[src/rtl/differentiator_pkg.sv]
// Shared types and constants for the differentiator.
// It also holds the stand-ins for the synth and register-bank type packages.
// Optional feature macro: DIFF_SAT_COUNT_EN (saturation counter in differentiator).
package differentiator_pkg;

  // Synth signal path width and register-bank data width
  localparam int unsigned SYNTH_BITDEPTH  = 16;
  localparam int unsigned REG_DATA_W      = 32;

  // Differentiator defaults: 8-bit unsigned gain, unity gain = 1 << 7
  localparam int unsigned DIFF_GAIN_W     = 8;
  localparam int unsigned DIFF_GAIN_SHIFT = 7;
  localparam int unsigned DIFF_CNT_W      = 8;

  typedef logic [REG_DATA_W-1:0]            reg_data_t;
  typedef logic signed [SYNTH_BITDEPTH-1:0] synth_sig;

  // Full-precision product: (BITDEPTH+1)-bit difference times (GAIN_W+1)-bit signed gain
  typedef logic signed [SYNTH_BITDEPTH+DIFF_GAIN_W+1:0] diff_wide_t;

  typedef enum logic [1:0] {
    OFF   = 2'd0,
    PRIME = 2'd1,
    RUN   = 2'd2
  } diff_state_e;

endpackage

[src/rtl/differentiator_if.sv]
// Control and sample bus for the differentiator.
// The voice chain drives it through the master modport.
// The differentiator sits on the slave modport.
interface differentiator_if
  import differentiator_pkg::*;
#(
  parameter int unsigned BITDEPTH = SYNTH_BITDEPTH,
  parameter int unsigned CNT_W    = DIFF_CNT_W
) ();

  logic                       enable;
  logic                       sample_en;
  reg_data_t                  freq_in;
  logic signed [BITDEPTH-1:0] sig_in;
  logic signed [BITDEPTH-1:0] sig_out;
  logic                       out_valid;
  logic                       sat_flag;
  logic [CNT_W-1:0]           sat_count;

  modport master (
    output enable,
    output sample_en,
    output freq_in,
    output sig_in,
    input  sig_out,
    input  out_valid,
    input  sat_flag,
    input  sat_count
  );

  modport slave (
    input  enable,
    input  sample_en,
    input  freq_in,
    input  sig_in,
    output sig_out,
    output out_valid,
    output sat_flag,
    output sat_count
  );

endinterface

[src/rtl/differentiator_sat_clip.sv]
// Combinational signed saturator.
// It narrows an IN_W-bit signed value to OUT_W bits and flags when clipping occurred.
// IN_W must exceed OUT_W.
module differentiator_sat_clip
  import differentiator_pkg::*;
#(
  parameter int unsigned IN_W  = SYNTH_BITDEPTH + DIFF_GAIN_W + 2,
  parameter int unsigned OUT_W = SYNTH_BITDEPTH
) (
  input  logic signed [IN_W-1:0]  i_val,
  output logic signed [OUT_W-1:0] o_val,
  output logic                    o_clipped
);

  localparam int unsigned TOP_W = IN_W - OUT_W + 1;

  // Value fits iff every bit from the output sign bit upward equals the input sign
  logic [TOP_W-1:0] w_top;
  assign w_top = i_val[IN_W-1:OUT_W-1];

  // Pass through when representable, else pin to the rail on the input's side
  always_comb begin
    o_clipped = !((&w_top) || !(|w_top));
    o_val     = i_val[OUT_W-1:0];
    if (o_clipped) begin
      if (i_val[IN_W-1]) begin
        o_val = {1'b1, {(OUT_W-1){1'b0}}};
      end else begin
        o_val = {1'b0, {(OUT_W-1){1'b1}}};
      end
    end
  end

endmodule

[src/rtl/differentiator.sv]
// Synth first-difference stage: y[n] = ((x[n] - x[n-1]) * gain) >>> GAIN_SHIFT.
// When disabled, sig_in passes straight through to sig_out.
// When enabled, a 3-stage pipeline with saturation computes the result.
// Optional feature macro: DIFF_SAT_COUNT_EN adds a saturating clip counter on sat_count.
// Without the macro, sat_count is tied to zero.
module differentiator
  import differentiator_pkg::*;
#(
  parameter int unsigned BITDEPTH   = SYNTH_BITDEPTH,
  parameter int unsigned GAIN_W     = DIFF_GAIN_W,
  parameter int unsigned GAIN_SHIFT = DIFF_GAIN_SHIFT,
  parameter int unsigned CNT_W      = DIFF_CNT_W
) (
  input logic             clk_in,
  input logic             reset_n,
  differentiator_if.slave bus
);

  localparam int unsigned D_W    = BITDEPTH + 1;
  localparam int unsigned WIDE_W = BITDEPTH + GAIN_W + 2;

  localparam logic [1:0] ST_OFF   = 2'(OFF);
  localparam logic [1:0] ST_PRIME = 2'(PRIME);
  localparam logic [1:0] ST_RUN   = 2'(RUN);

  logic                       w_enable;
  logic                       w_sample_en;
  logic signed [BITDEPTH-1:0] w_sig_in;
  logic [GAIN_W-1:0]          w_gain;
  logic                       w_unused_freq;

  assign w_enable      = bus.enable;
  assign w_sample_en   = bus.sample_en;
  assign w_sig_in      = bus.sig_in;
  assign w_gain        = bus.freq_in[GAIN_W-1:0];
  assign w_unused_freq = ^bus.freq_in[REG_DATA_W-1:GAIN_W];

  logic [1:0] r_state;
  logic [1:0] w_state_next;
  logic       w_prime;
  logic       w_launch;

  // Priming strobe only loads history; launch strobes start a difference
  assign w_prime  = w_enable && (r_state == ST_PRIME) && w_sample_en;
  assign w_launch = w_enable && (r_state == ST_RUN) && w_sample_en;

  // Next-state logic: dropping enable always returns to OFF
  always_comb begin
    w_state_next = r_state;
    if (!w_enable) begin
      w_state_next = ST_OFF;
    end else begin
      case (r_state)
        ST_OFF:   w_state_next = ST_PRIME;
        ST_PRIME: if (w_sample_en) w_state_next = ST_RUN;
        ST_RUN:   w_state_next = ST_RUN;
        default:  w_state_next = ST_OFF;
      endcase
    end
  end

  // State register
  always_ff @(posedge clk_in or negedge reset_n) begin
    if (!reset_n) begin
      r_state <= ST_OFF;
    end else begin
      r_state <= w_state_next;
    end
  end

  // Previous-sample history, cleared whenever the block is disabled
  logic signed [BITDEPTH-1:0] r_x_prev;

  always_ff @(posedge clk_in or negedge reset_n) begin
    if (!reset_n) begin
      r_x_prev <= '0;
    end else if (!w_enable) begin
      r_x_prev <= '0;
    end else if (w_prime || w_launch) begin
      r_x_prev <= w_sig_in;
    end
  end

  // S1: full-width difference, plus the gain snapshot that travels with it
  logic signed [D_W-1:0] w_d;
  logic signed [D_W-1:0] r_d;
  logic [GAIN_W-1:0]     r_gain;
  logic                  r_v1;

  assign w_d = D_W'(w_sig_in) - D_W'(r_x_prev);

  // S1 register stage
  always_ff @(posedge clk_in or negedge reset_n) begin
    if (!reset_n) begin
      r_d    <= '0;
      r_gain <= '0;
      r_v1   <= 1'b0;
    end else if (!w_enable) begin
      r_d    <= '0;
      r_gain <= '0;
      r_v1   <= 1'b0;
    end else begin
      r_v1 <= w_launch;
      if (w_launch) begin
        r_d    <= w_d;
        r_gain <= w_gain;
      end
    end
  end

  // S2: gain multiply, with the gain zero-extended so it stays non-negative
  logic signed [WIDE_W-1:0] w_p;
  logic signed [WIDE_W-1:0] r_p;
  logic                     r_v2;

  assign w_p = WIDE_W'(r_d) * WIDE_W'($signed({1'b0, r_gain}));

  // S2 register stage
  always_ff @(posedge clk_in or negedge reset_n) begin
    if (!reset_n) begin
      r_p  <= '0;
      r_v2 <= 1'b0;
    end else if (!w_enable) begin
      r_p  <= '0;
      r_v2 <= 1'b0;
    end else begin
      r_v2 <= r_v1;
      if (r_v1) begin
        r_p <= w_p;
      end
    end
  end

  // S3: arithmetic shift (floor), then clip back to the signal width
  logic signed [WIDE_W-1:0]   w_q;
  logic signed [BITDEPTH-1:0] w_clip;
  logic                       w_clipped;

  assign w_q = r_p >>> GAIN_SHIFT;

  differentiator_sat_clip #(
    .IN_W  (WIDE_W),
    .OUT_W (BITDEPTH)
  ) u_sat_clip (
    .i_val     (w_q),
    .o_val     (w_clip),
    .o_clipped (w_clipped)
  );

  logic signed [BITDEPTH-1:0] r_result;
  logic                       r_out_valid;
  logic                       r_sat_flag;

  // S3 register stage: result holds between pulses; flags are single-cycle
  always_ff @(posedge clk_in or negedge reset_n) begin
    if (!reset_n) begin
      r_result    <= '0;
      r_out_valid <= 1'b0;
      r_sat_flag  <= 1'b0;
    end else if (!w_enable) begin
      r_result    <= '0;
      r_out_valid <= 1'b0;
      r_sat_flag  <= 1'b0;
    end else begin
      r_out_valid <= r_v2;
      r_sat_flag  <= r_v2 && w_clipped;
      if (r_v2) begin
        r_result <= w_clip;
      end
    end
  end

  // Bypass is combinational; pulses are masked the same cycle enable drops
  assign bus.sig_out   = w_enable ? r_result : w_sig_in;
  assign bus.out_valid = w_enable && r_out_valid;
  assign bus.sat_flag  = w_enable && r_sat_flag;

`ifdef DIFF_SAT_COUNT_EN
  logic [CNT_W-1:0] r_sat_count;

  // Clip counter: sticks at all-ones, survives disable, clears only on reset
  always_ff @(posedge clk_in or negedge reset_n) begin
    if (!reset_n) begin
      r_sat_count <= '0;
    end else if (w_enable && r_v2 && w_clipped && (r_sat_count != {CNT_W{1'b1}})) begin
      r_sat_count <= r_sat_count + 1'b1;
    end
  end

  assign bus.sat_count = r_sat_count;
`else
  assign bus.sat_count = {CNT_W{1'b0}};
`endif

endmodule
[src/flat_wrapper.sv]
// flat-port wrapper written by rule: the top's interface ports become plain ports
module differentiator_flat import differentiator_pkg::*;
#(
  parameter int unsigned BITDEPTH   = SYNTH_BITDEPTH,
  parameter int unsigned GAIN_W     = DIFF_GAIN_W,
  parameter int unsigned GAIN_SHIFT = DIFF_GAIN_SHIFT,
  parameter int unsigned CNT_W      = DIFF_CNT_W
)
  (clk_in, reset_n, bus_enable, bus_sample_en, bus_freq_in, bus_sig_in, bus_sig_out, bus_out_valid, bus_sat_flag, bus_sat_count);
  differentiator_if #(.BITDEPTH(BITDEPTH), .CNT_W(CNT_W)) bus_i ();
  input logic clk_in;
  input logic reset_n;
  input wire logic [$bits(bus_i.enable)-1:0] bus_enable;
  input wire logic [$bits(bus_i.sample_en)-1:0] bus_sample_en;
  input wire logic [$bits(bus_i.freq_in)-1:0] bus_freq_in;
  input wire logic [$bits(bus_i.sig_in)-1:0] bus_sig_in;
  output wire logic [$bits(bus_i.sig_out)-1:0] bus_sig_out;
  output wire logic [$bits(bus_i.out_valid)-1:0] bus_out_valid;
  output wire logic [$bits(bus_i.sat_flag)-1:0] bus_sat_flag;
  output wire logic [$bits(bus_i.sat_count)-1:0] bus_sat_count;
  assign bus_i.enable = bus_enable;
  assign bus_i.sample_en = bus_sample_en;
  assign bus_i.freq_in = bus_freq_in;
  assign bus_i.sig_in = bus_sig_in;
  assign bus_sig_out = bus_i.sig_out;
  assign bus_out_valid = bus_i.out_valid;
  assign bus_sat_flag = bus_i.sat_flag;
  assign bus_sat_count = bus_i.sat_count;
  differentiator #(.BITDEPTH(BITDEPTH), .GAIN_W(GAIN_W), .GAIN_SHIFT(GAIN_SHIFT), .CNT_W(CNT_W)) u_core (.clk_in(clk_in), .reset_n(reset_n), .bus(bus_i));
endmodule
[config.mk]
export PLATFORM = sky130hd
export DESIGN_NAME = differentiator_flat
export DESIGN_NICKNAME = d
export VERILOG_FILES = /design/src/rtl/differentiator_pkg.sv /design/src/rtl/differentiator_if.sv /design/src/rtl/differentiator_sat_clip.sv /design/src/rtl/differentiator.sv /design/src/flat_wrapper.sv
export SDC_FILE = /design/constraint.sdc
export NUM_CORES = 1
export LEC_CHECK = 0
export ABC_AREA = 1
export ABC_CLOCK_PERIOD_IN_PS = 5100
export CORE_MARGIN = 3
export CORE_UTILIZATION = 25
export CTS_BUF_LIST = sky130_fd_sc_hd__clkbuf_16
export CTS_CLUSTER_SIZE = 16
export DETAILED_ROUTE_END_ITERATION = 12
export RECOVER_POWER = 50
export SYNTH_ARGS = -nofsm -noshare
export SYNTH_HDL_FRONTEND = slang
export SYNTH_HIERARCHICAL = 1
export SYNTH_SLANG_ARGS = --single-unit
[constraint.sdc]
create_clock -name clk_in -period 5.1 [get_ports clk_in]
set_clock_uncertainty 0.05 [all_clocks]
set_input_delay 1.02 -clock clk_in [delete_from_list [all_inputs] [get_ports clk_in]]
set_output_delay 1.02 -clock clk_in [all_outputs]
set_load 0.01 [all_outputs]
After elaboration in Yosys (flattened, before gate mapping). Index checks and enable logic that the tools add are counted.

Output and inout port bits: 26. Word-level logic and storage cells: 53. Bits in registers: 89. Bits of input ports: 52.

Reductions and logical operators: 14. Mux-type cells: 20. Add/sub/neg operators: 1. $mul: 1. Eq/ne operators: 7.

Operators with widths (count): $mux W16 (7); $mux W26 (2); $mux W17 (2); $mul A17 B9 Y26 (1); $sub A16 B16 Y17 (1); $mux W8 (2); $ne A2 B1 Y1 const B (4); $logic_and A1 B1 Y1 (7); $pmux W2 S3 (1); $mux W1 (4); $mux W2 (2); $reduce_and A4 Y1 (1); $reduce_or A4 Y1 (1); $ne A3 B3 Y1 const B (1); $eq A2 B1 Y1 const B (1); $eq A2 B2 Y1 const B (1); $logic_not A1 Y1 (2); $logic_not A2 Y1 (1); $logic_or A1 B1 Y1 (2).

Logic depth before layout (Yosys ltp). Gate-level depths: netlist of run 1.

Word-level depth: 6. Mapped depth: 25. Depth with buffers taken out: 23.

Cells and area by module. Netlist of run 1, hierarchy kept.

By module, submodules not included: differentiator (area an instance 9492.9 sq um, instances 1, cells each 1280, seq. area each 2052.0 sq um); differentiator_sat_clip (area an instance 266.5 sq um, instances 1, cells each 55, seq. area each 0.0 sq um).

Least setup slack after synthesis of run 1. No wires, ideal clock.

Path type: register to register. Start: register u_core.r_gain[2]. End: register u_core.r_p[25]. Period minus slack after synthesis: 4.365 ns. Arrival: 4.197 ns. Library setup time: 0.117 ns. Setup slack: 0.735 ns. Required time: 4.933 ns. Path buffers: 2. Cell stages (with the launch flop): 21. Cell sequence: dfrtp_1 -> clkbuf_1 -> buf_1 -> nand2_1 -> fa_1 -> fa_1 -> inv_1 -> fa_1 -> inv_1 -> fa_1 -> inv_1 -> ha_1 -> nand2_1 -> nor2_1 -> nand4_1 -> nor2_1 -> nand2_1 -> nand3_1 -> nand2_1 -> nand3_1 -> nand2_1.

Longest elaborated chain between the ends: 3.

Ends and longest elaborated chain: start: declaration (line differentiator.sv:87) `logic [GAIN_W-1:0] r_gain;`; start signal: assignment (line differentiator.sv:106) `r_gain <= w_gain;`; $mul A17 B9 Y26 (line differentiator.sv:116) `assign w_p = WIDE_W'(r_d) * WIDE_W'($signed({1'b0, r_gain}));`; $mux W26 (line differentiator.sv:128) `if (r_v1) begin`; $mux W26 (line differentiator.sv:123) `end else if (!w_enable) begin`; end signal: assignment (line differentiator.sv:129) `r_p <= w_p;`; end: declaration (line differentiator.sv:113) `logic signed [WIDE_W-1:0] r_p;`.

Every way passes these cells. The select of a mux whose other input is x is not followed. A chain may end at the register's enable or synchronous reset.

Final worst setup path of run 1.
Start: register u_core.r_gain[4]. End: register u_core.r_p[13].

The elaborated chain is that of the path after synthesis.

==> run metrics, run 1 <==
Leakage=6.12 nW; Reg clk slew, reported paths=0.07 ns; total core area=approximately 38000 um^2; setup TNS=0 ns; Sw Ratio=36.3%; commonest non-fill, non-tap cells in the layout=nand2_1 (372), inv_1 (310), fa_1 (108); min-delay src=u_core/r_p[19]$_DFFE_PN0P_; CTS Hold Bufs=0; largest family of logic cells by synthesized area=adder cells; compound-gate portion of the synthesized area=roughly 9%; antenna violations before repair=0; CP Buf/Inv Count=4; syn_area_per_cell=7.31 um^2; CP cell instances=nand2_1, fa_1, fa_1, inv_1, fa_1, inv_1, fa_1, inv_1, ha_1, nand2_1, nor2_1, inv_1, o21ai_2, nand2_1, nand2_1, a21oi_1, o21ai_1, nand2_1; Post-synth EDFFs=0; Period minus WS final=4.79 ns; Post-CTS Setup Bufs=0; asr flop ratio synth=100%; sequential share of power=40.3%; Worst-Skew Late Latency=0.35 ns; Die Height=just over 200 um; CP max stage cell=dfrtp_1; Ys Warns=6; ys flop type=dfrtp_1; H-tree levels=3; share of post-route cells with drive strength above 1=4.60%; DRT Pass-1 Iters=5; worst r2r src=u_core/r_gain[4]$_DFFE_PN0P_; final setup vio count=0; Max Cap Viol=1; Arr. time, crit path=4.97 ns; crit path from=u_core/r_gain[4]$_DFFE_PN0P_; Psw=0.726 mW; status=finished with violations; post-synthesis sequential area ratio=21.0%; cts bufs inserted=9; P&R area growth vs syn=11.7%; cts repair resizes=0; f_max=between 200 and 250 MHz; Worst path most repeated cell=nand2_1; Port Buf Inserts=45; Pwr Total=2.00 mW; Clk pwr share=between 30 and 40%; Synth cell types=45; sequential cell area=2050 um^2; Root Driver=clkbuf_16; Final Max Slew Viols=43; total number of vias=8143; post-route ant nets=0; die area=41400 um^2; Final Hold Fails=0; power density cells=184 nW/um^2; Crit path largest cell delay=0.80 ns; CP endpoint kind=flop; total congestion overflow=0; Slew headroom=-51.3%; number of global-route vias before repair=roughly 8k; hold_ws=0.446 ns; nets=between 1.5k and 2k; Synth Area in XOR/XNOR=0.628%; RSZ-0062 raised after global routing=false; Hold WC Path Type=reg2reg; simple-gate portion of the synthesized area=roughly 23%; Post-DP HPWL=around 20 mm; pin count of the biggest net entering global routing=43; crit-path leading delay family=adder cells; clk sinks=82; most common cell after layout, fill and taps aside=nand2_1; DRT Wirelength=24.8 mm; worst-path fanout max=15; WL/cell=roughly 13 um; first-pass GRT wire length=around 42 mm; area occupied by multi-input gates=6220 um^2; post-synthesis adder-cell area fraction=between 30% and 40%; starting density of the core=25.6%; Die X-Extent=204 um; failing checks=max-capacitance violations, max-slew violations; final RePlAce weighted congestion=a little under 0.9; internal power=1.27 mW; DRC Markers=0; Final period util=94.0%; Total GRT Usage=between 10% and 20%; critical path type=reg2reg; Ant. Diodes=0; Worst Tran Pin Value=2.27 ns; post-synthesis mux area share=0%; Yosys reg bits=82; CTS tree=yes; Worst EP required=5.28 ns; fill count=about 4k; vias per inst=4.38; peak supply drop=133 uV; I/O Pins=78; CTS max path bufs=2; Startpoint Class=flop; Comb pwr share=25.6%; Synth Instances=1335; synthesized cell area=9760 um^2; DRT iter0 DRCs=557; # rows=71
## through the flow
step	setup WS, ns	instances	utilization (%)	cell area [um^2]
floorplan	0.735	1342	-	9790
global placement	0.251	1843	27.8	10600
detailed placement	0.207	1843	27.8	10600
CTS	0.205	1859	28.6	10900
global route	0.000511	1859	28.6	10900
finish	0.308	1859	28.6	10900
## final timing paths
| kind | end | slack (ns) | cells past startpoint |
|---|---|---|---|
| worst max-delay path | u_core/r_p[13]$_DFFE_PN0P_ | 0.31 | 18 |
| worst min-delay path | u_core/r_p[19]$_DFFE_PN0P_ | 0.45 | 2 |
| worst max register to register | u_core/r_p[13]$_DFFE_PN0P_ | 0.31 | 18 |
| worst min register to register | u_core/r_p[19]$_DFFE_PN0P_ | 0.45 | 2 |
| max in group asynchronous | u_core/r_gain[2]$_DFFE_PN0P_ | 1.57 | 2 |
| min in group asynchronous | u_core/r_result[9]$_DFFE_PN0P_ | 1.29 | 1 |
## worst reg2reg max path, stage by stage (launching register included)
cell and delay [ns]:
dfrtp_1 0.80, nand2_1 0.17, fa_1 0.51, fa_1 0.50, inv_1 0.07, fa_1 0.54
inv_1 0.08, fa_1 0.55, inv_1 0.05, ha_1 0.36, nand2_1 0.12, nor2_1 0.11
inv_1 0.07, o21ai_2 0.28, nand2_1 0.08, nand2_1 0.10, a21oi_1 0.06, o21ai_1 0.12
nand2_1 0.07
## registers in the layout (all words and copies together) (netlist names)
name                count
u_core/r_out_valid      1
u_core/r_sat_flag       1
u_core/r_gain           8
u_core/r_v1             1
u_core/r_x_prev        16
u_core/r_v2             1
u_core/r_d             17
u_core/r_state          2
u_core/r_result        16
u_core/r_p             19
## routing by layer
metal | share of wire, % | GRT usage [%] | wire length (um)
met2 | 46 | 19.6 | 11500
met5 | 0 | 0 | 0
met1 | 48 | 17.8 | 11800
met4 | 1.4 | 2.65 | 354
met3 | 4.7 | 1.95 | 1170
## power groups by stage
stage / Combinational, mW / Clock (mW) / Sequential, mW
6_report: 0.513 / 0.683 / 0.805
5_1_grt: 0.586 / 0.731 / 0.815
3_5_place_dp: 0.510 / 0 / 0.817
2_1_floorplan: 0.422 / 0 / 0.727
3_3_place_gp: 0.504 / 0 / 0.816
4_1_cts: 0.515 / 0.703 / 0.805
## Yosys cell counts, types with 6 or more instances
cell	n	area, um^2
nand2_1	372	1400
inv_1	310	1160
fa_1	108	2160
dfrtp_1	82	2050
o21ai_0	77	385
ha_1	67	838
nand3_1	54	270
nor2_1	54	203
a21oi_1	46	230
clkbuf_1	33	124
o21ai_1	14	70.1
nand2_2	13	81.3
buf_2	11	55.1
buf_4	10	75.1
a22o_1	9	78.8
nand4_1	9	56.3
nor3_1	6	30.0
xnor2_1	6	52.6
## cells by family after synthesis
| kind of cell | after synthesis |
|---|---|
| and+or+nand+nor | 531 |
| buffers and inverters | 377 |
| adders and majority gates | 175 |
| AOI/OAI and AO/OA | 162 |
| DFF | 82 |
| xor gates and xnor gates | 7 |
| other | 1 |
## area by class of cell
type / instances / area share, %
Sequential cell: 82 / 18.8
Inverter: 315 / 10.9
Multi-Input combinational cell: 883 / 57.1
Tap cell: 511 / 5.87
Timing Repair Buffer: 52 / 4.53
Clock inverter: 7 / 0.746
Clock buffer: 9 / 2.07
Note: power is estimated with default switching activity, not from simulation.
==> run 2, diff against run 1 <==
Settings changed: TNS_END_PERCENT set to 10.
==> results of run 2 <==
Same layout as run 1: the final DEF is identical, and so are final timing and power.
==> patch 1: new RTL, settings of run 1 <==
The package constant `DIFF_CNT_W` goes from 8 to 9.
--- a/src/rtl/differentiator_pkg.sv
+++ b/src/rtl/differentiator_pkg.sv
@@ -10,7 +10,7 @@
   // Differentiator defaults: 8-bit unsigned gain, unity gain = 1 << 7
   localparam int unsigned DIFF_GAIN_W     = 8;
   localparam int unsigned DIFF_GAIN_SHIFT = 7;
-  localparam int unsigned DIFF_CNT_W      = 8;
+  localparam int unsigned DIFF_CNT_W      = 9;
 
   typedef logic [REG_DATA_W-1:0]            reg_data_t;
   typedef logic signed [SYNTH_BITDEPTH-1:0] synth_sig;
Interface: changed (resized bus_sat_count); port bits go from 78 to 79. The function was not compared with the original's and may differ.
==> patch 1 against run 1 <==
- the flow still finishes with violations (max-capacitance violations, max-slew violations)
- count of clock-buffer cells in the layout stayed put
- design area up 0.10%
- sequential cell count unchanged
- final cell count is essentially flat
- power is 0.31% higher
- global-route usage about the same
- critical endpoint is now u_core/r_p[25]
- setup slack better by 120 ps
- highest routed layer is now met5
- sequential share of layout area hardly changed
- synthesized area hardly changed
- maximum frequency up 2.6%
- wire length decreased by 1.8%
==> patch 1: results (changes against run 1) <==
[grt]
grt_max_degree = 83  ; +93%
grt_pass1_wl_um = 41880  ; about the same
antenna_found_initial = 1  ; +1
grt_use_total_pct = 12.32  ; -0.031 points
grt_pass1_vias = 8068  ; +0.15%

[critical_path]
ff2ff_setup_slack_ps = 430  ; +120 ps
worst-path-max-fanout = 17  ; +2
crit_path_max_incr_delay_ps = 620  ; -180 ps
r2r_cells = 18  ; unchanged
cp_slowest_cell = fa_1

[status]
status = finished, violations left
violations = max-capacitance violations, max-slew violations

[logic_synthesis]
ys_top_cells_by_count = 372 x nand2_1, 310 x inv_1, 108 x fa_1
syn_avg_cell_area_um2 = 7.311  ; about the same
synthFlopType = dfrtp_1
ys_async_sr_fraction_pct = 100.0  ; unchanged
yosysUniqueCellTypes = 45  ; unchanged
yosysWarnings = 6  ; unchanged
synth.area.top_cells = fa_1 22%, dfrtp_1 21%, nand2_1 14%
yosysSeqAreaShare_pct = 21.01  ; about the same

[drt]
dr.first_iter.drc_count = 521  ; -6.5%
firstDrtPassIters = 5  ; unchanged
finalWirelength_um = 24350  ; -1.8%
vias_per_cell = 4.336  ; -1.0%

[placed_design]
place_congestion = 0.8953  ; +1.6%
pre_cts_ws_ps = 164.4  ; -42.86 ps
dp.cells = 1842  ; -0.054%
io_buffers = 45  ; unchanged
hpwl_um = 20200  ; -0.60%

[sta]
fin_tns_setup_ps = 0  ; unchanged
fin_crit_ps = 4671  ; -120.6 ps
relSlewSlack_pct = -40.46  ; +11 points
whs_ps = 432.3  ; -13.82 ps
drv_slew = 83  ; +93%

[clock_network]
clk_path_buf_depth = 2  ; unchanged
cts_root_buf = clkbuf_16
clk_pin_slew_ps = 70  ; about the same
numCtsBuffers = 9  ; unchanged
insertion_delay_ps = 350  ; about the same
cts_resized = 0  ; unchanged
h-tree-depth = 3  ; unchanged
cts_setup_buffers = 0  ; unchanged

[cells_and_area]
final_cells = 1858  ; -0.054%
n_fill_cell = 4119  ; +0.54%
fin_nets = 1569  ; -0.064%
drive_gt1_share_pct = 4.603  ; about the same
reg.largest.list = u_core/r_p (19), u_core/r_d (17)
diodes = 0  ; unchanged
largest_reg_flops = 19  ; unchanged
regMostFlops = u_core/r_p

[min_path]
hold_class = flip-flop to flip-flop
hold_depth = 2  ; unchanged

[power]
worst_ir_drop_vdd_mv = 0.1536  ; +16%
p_leak_nw = 6.117  ; about the same

[job]
max_cap_viol_count = 1  ; unchanged

patch 1: cell count changes after synthesis:
cell	change
buf_4	+1
patch 1: cells by family after synthesis:
| kind of cell | Yosys count | share of synthesized area [%] |
|---|---|---|
| simple gates | 531 | 22.89 |
| buf+inv | 378 | 15.58 |
| fa+ha+maj | 175 | 30.72 |
| compound gates | 162 | 9.134 |
| flops | 82 | 21.01 |
| xor+xnor | 7 | 0.6277 |
| other cells | 1 | 0.03840 |
patch 1: path summary, 6_finish.rpt:
path / from / endpoint
worst max-delay path: u_core/r_gain[1] / u_core/r_p[25]
worst min-delay path: u_core/r_p[20] / u_core/r_p[20]
worst max register to register: u_core/r_gain[1] / u_core/r_p[25]
worst min register to register: u_core/r_p[20] / u_core/r_p[20]
max in group asynchronous: reset_n / u_core/r_gain[4]
min in group asynchronous: reset_n / u_core/r_result[9]
patch 1: routing by layer:
layer  part of all wire [%]  GRT usage [%]  up-vias  wire, µm
met5                  0.053              0        -        13
met3                    4.6          1.868       19      1130
met1                     49          17.85     3901     11820
met4                   0.82          1.917        2       199
li1                       -              -     3995         -
met2                     46          19.85      139     11190
patch 1: report_power, final:
| group | internal (mW) | total [mW] | leakage, nW | switching, mW |
|---|---|---|---|---|
| clock | 0.390 | 0.686 | 0.154 | 0.296 |
| combinational | 0.185 | 0.513 | 4.85 | 0.328 |
| sequential | 0.703 | 0.807 | 1.12 | 0.105 |
| total | 1.28 | 2.01 | 6.12 | 0.729 |
patch 1: layout make-up:
| type | instances | area, µm² | share of cell area, % |
|---|---|---|---|
| Multi-Input combinational cell | 884 | 6223 | 57.04 |
| Timing Repair Buffer | 50 | 495.5 | 4.541 |
| Tap cell | 511 | 639.4 | 5.860 |
| Inverter | 315 | 1185 | 10.86 |
| Clock inverter | 7 | 83.83 | 0.7683 |
| Sequential cell | 82 | 2058 | 18.86 |
| Clock buffer | 9 | 225.2 | 2.064 |
patch 1: stage by stage:
step                cell area, µm²  total power [mW]
floorplan                     9797             1.150
global placement             10600             1.323
detailed placement           10600             1.329
CTS                          10910             2.031
global route                 10910             2.146
finish                       10910             2.007
patch 1: worst register-to-register path, cell delays in order (launching register included):
cell     delay [ps]
dfrtp_2         610
nand2_1         180
fa_1            620
fa_1            530
inv_1            50
fa_1            520
inv_1            40
fa_1            480
inv_1            40
ha_1            410
nand2_1         120
nor2_1          260
nand4_1         170
nor2_1          120
nand2_1          80
nand3_1         100
nand2_1          50
nand3_1          70
nand2_1          60
==> patch 2: new RTL, settings of run 1 <==
Without the edit above. Register the output `bus.sat_flag`, without a reset; this adds one clock of latency there.
--- a/src/rtl/differentiator.sv
+++ b/src/rtl/differentiator.sv
@@ -173,7 +173,9 @@
   // Bypass is combinational; pulses are masked the same cycle enable drops
   assign bus.sig_out   = w_enable ? r_result : w_sig_in;
   assign bus.out_valid = w_enable && r_out_valid;
-  assign bus.sat_flag  = w_enable && r_sat_flag;
+  always_ff @(posedge clk_in) begin
+    bus.sat_flag <= w_enable && r_sat_flag;
+  end
 
 `ifdef DIFF_SAT_COUNT_EN
   logic [CNT_W-1:0] r_sat_count;
Check against the original RTL: not equivalent (Yosys sat finds a counterexample within 10 cycles, from zero or initial values and one cycle with reset_n low).
==> patch 2 against run 1 <==
- the run still ends with max-capacitance violations, max-slew violations left
- synthesized cell count about the same
- sequential cell count up 1
- synthesized area up 0.21%
- sequential share of layout area up 0.18 points
- count of clock-buffer cells in the layout unchanged
- power down 1.6%
- design area up 0.11%
- wire length down 0.44%
- setup slack better by 9.3 ps
- core utilization about the same
- hold slack worse by 52 ps
- final cell count up 0.22%
- critical path type unchanged
- highest routed layer unchanged
==> patch 2: results (changes against run 1) <==
[status]
status = finished, violations left
violations = max-capacitance violations, max-slew violations

[drt]
drt-met1-wl_um = 11850  ; +0.47%
finalWirelength_um = 24680  ; -0.44%
met2_length_um = 11120  ; -3.1%
wl_met3_um = 1374  ; +17%
dr.first_iter.drc_count = 455  ; -18%
vias_per_cell = 4.392  ; +0.26%
wire_per_inst_um = 13.25  ; -0.65%

[job]
max_cap_viol_count = 1  ; unchanged

[critical_path]
critical_path.startpoint = u_core/r_gain[5]
cp.arrival_ps = 5020  ; +50 ps
crit_path_max_incr_delay_ps = 670  ; -130 ps
r2r_cells = 19  ; +1

[cells_and_area]
seq_share_pct = 19.03  ; +0.18 points
register_area_um2 = 2077  ; +1.1%
nonClkBufAreaFrac_pct = 4.701  ; +0.17 points
clkCellAreaFrac_pct = 2.546  ; -0.27 points
drive_gt1_share_pct = 4.660  ; +0.060 points
syn2layout_area_growth_pct = 11.58  ; about the same
multi_input_area_share_pct = 57.00  ; -0.065 points
n_fill_cell = 4158  ; +1.5%
fin_nets = 1574  ; +0.25%
signal_buffers = 55  ; +5.8%

[grt]
met3_usage_pct = 2.490  ; +0.54 points
grtUsageMet1_pct = 17.14  ; -0.63 points
grt_use_met2_pct = 19.58  ; -0.062 points
grt_max_degree = 47  ; +9.3%
grt_use_total_pct = 12.23  ; -0.12 points
grt_pass1_wl_um = 41270  ; -1.4%

[placed_design]
pre_cts_ws_ps = 218.5  ; +11.23 ps
place_congestion = 0.8705  ; -1.2%
hpwl_um = 20140  ; -0.90%
placed_cell_area_um2 = 10640  ; +0.40%
dp.cells = 1847  ; +0.22%

[logic_synthesis]
synth_xor_area_share_pct = 0.6269  ; -0.0013 points
synth_compound_area_share_pct = 9.122  ; -0.019 points
ys_ff_latch = 83  ; +1.2%
synth.area.top_cells = fa_1 22%, dfrtp_1 21%, nand2_1 14%
synth-adder-area-share_pct = 30.68  ; -0.063 points
yosysSeqAreaShare_pct = 21.19  ; +0.16 points
yosysUniqueCellTypes = 46  ; +2.2%
syn_avg_cell_area_um2 = 7.320  ; +0.13%
ys_async_sr_fraction_pct = 98.80  ; -1.2 points

[power]
p_leak_nw = 6.119  ; about the same
worst_ir_drop_vdd_mv = 0.1514  ; +14%

[sta]
drv_slew = 47  ; +9.3%
tightest_slew_ps = 2562  ; +292.8 ps
hold_viol_final = 0  ; unchanged

[min_path]
worstHoldStart = u_core/r_sat_flag

## patch 2: cell count changes in the layout (fill, tap and decap cells not counted), sizes merged
cell	before	now
dfxtp	0	1
bufinv	1	0
clkbuf	11	12
inv	318	317
clkinvlp	0	2
buf	6	8
## patch 2: timing repair
item	CTS	global route
endpoints found under the setup margin	0	8
hold endpoints to repair	0	0
gates resized for setup	0	4
## patch 2: cell families (layout without fill, tap and decap cells)
| group | count (synthesis) | count (layout) |
|---|---|---|
| AOI/OAI and AO/OA | 162 | 162 |
| and+or+nand+nor | 531 | 531 |
| other | 1 | 8 |
| xor gates and xnor gates | 7 | 7 |
| DFF | 83 | 83 |
| adders and majority gates | 175 | 175 |
| buffers and inverters | 377 | 386 |
## patch 2: worst register-to-register path, cell delays in order, from the launching register on
cell and delay (ps):
dfrtp_1 670, buf_4 270, nand2_1 90, fa_1 430, fa_1 550, inv_1 60, fa_1 530, inv_1 50
fa_1 480, inv_1 40, ha_1 360, a21oi_1 290, o21ai_0 180, nand2_1 90, nand3_1 70, a21oi_1 170
nand2_1 80, nand2_1 70, nand3_1 110, nand2_1 100
## patch 2: path summary, 6_finish.rpt
check / end / slack (ps)
max reg2reg: u_core/r_p[24] / 320
max in group asynchronous: u_core/r_gain[4] / 1470
min: u_core/bus.sat_flag / 390
min reg2reg: u_core/bus.sat_flag / 390
min in group asynchronous: u_core/r_result[9] / 1420
max: u_core/r_p[24] / 320
## patch 2: power by group
part	internal (mW)	leakage (nW)	total, mW	switching (mW)
clock network	0.334	0.135	0.637	0.303
registers	0.710	1.13	0.810	0.100
logic	0.188	4.86	0.520	0.332
total	1.23	6.12	1.97	0.736
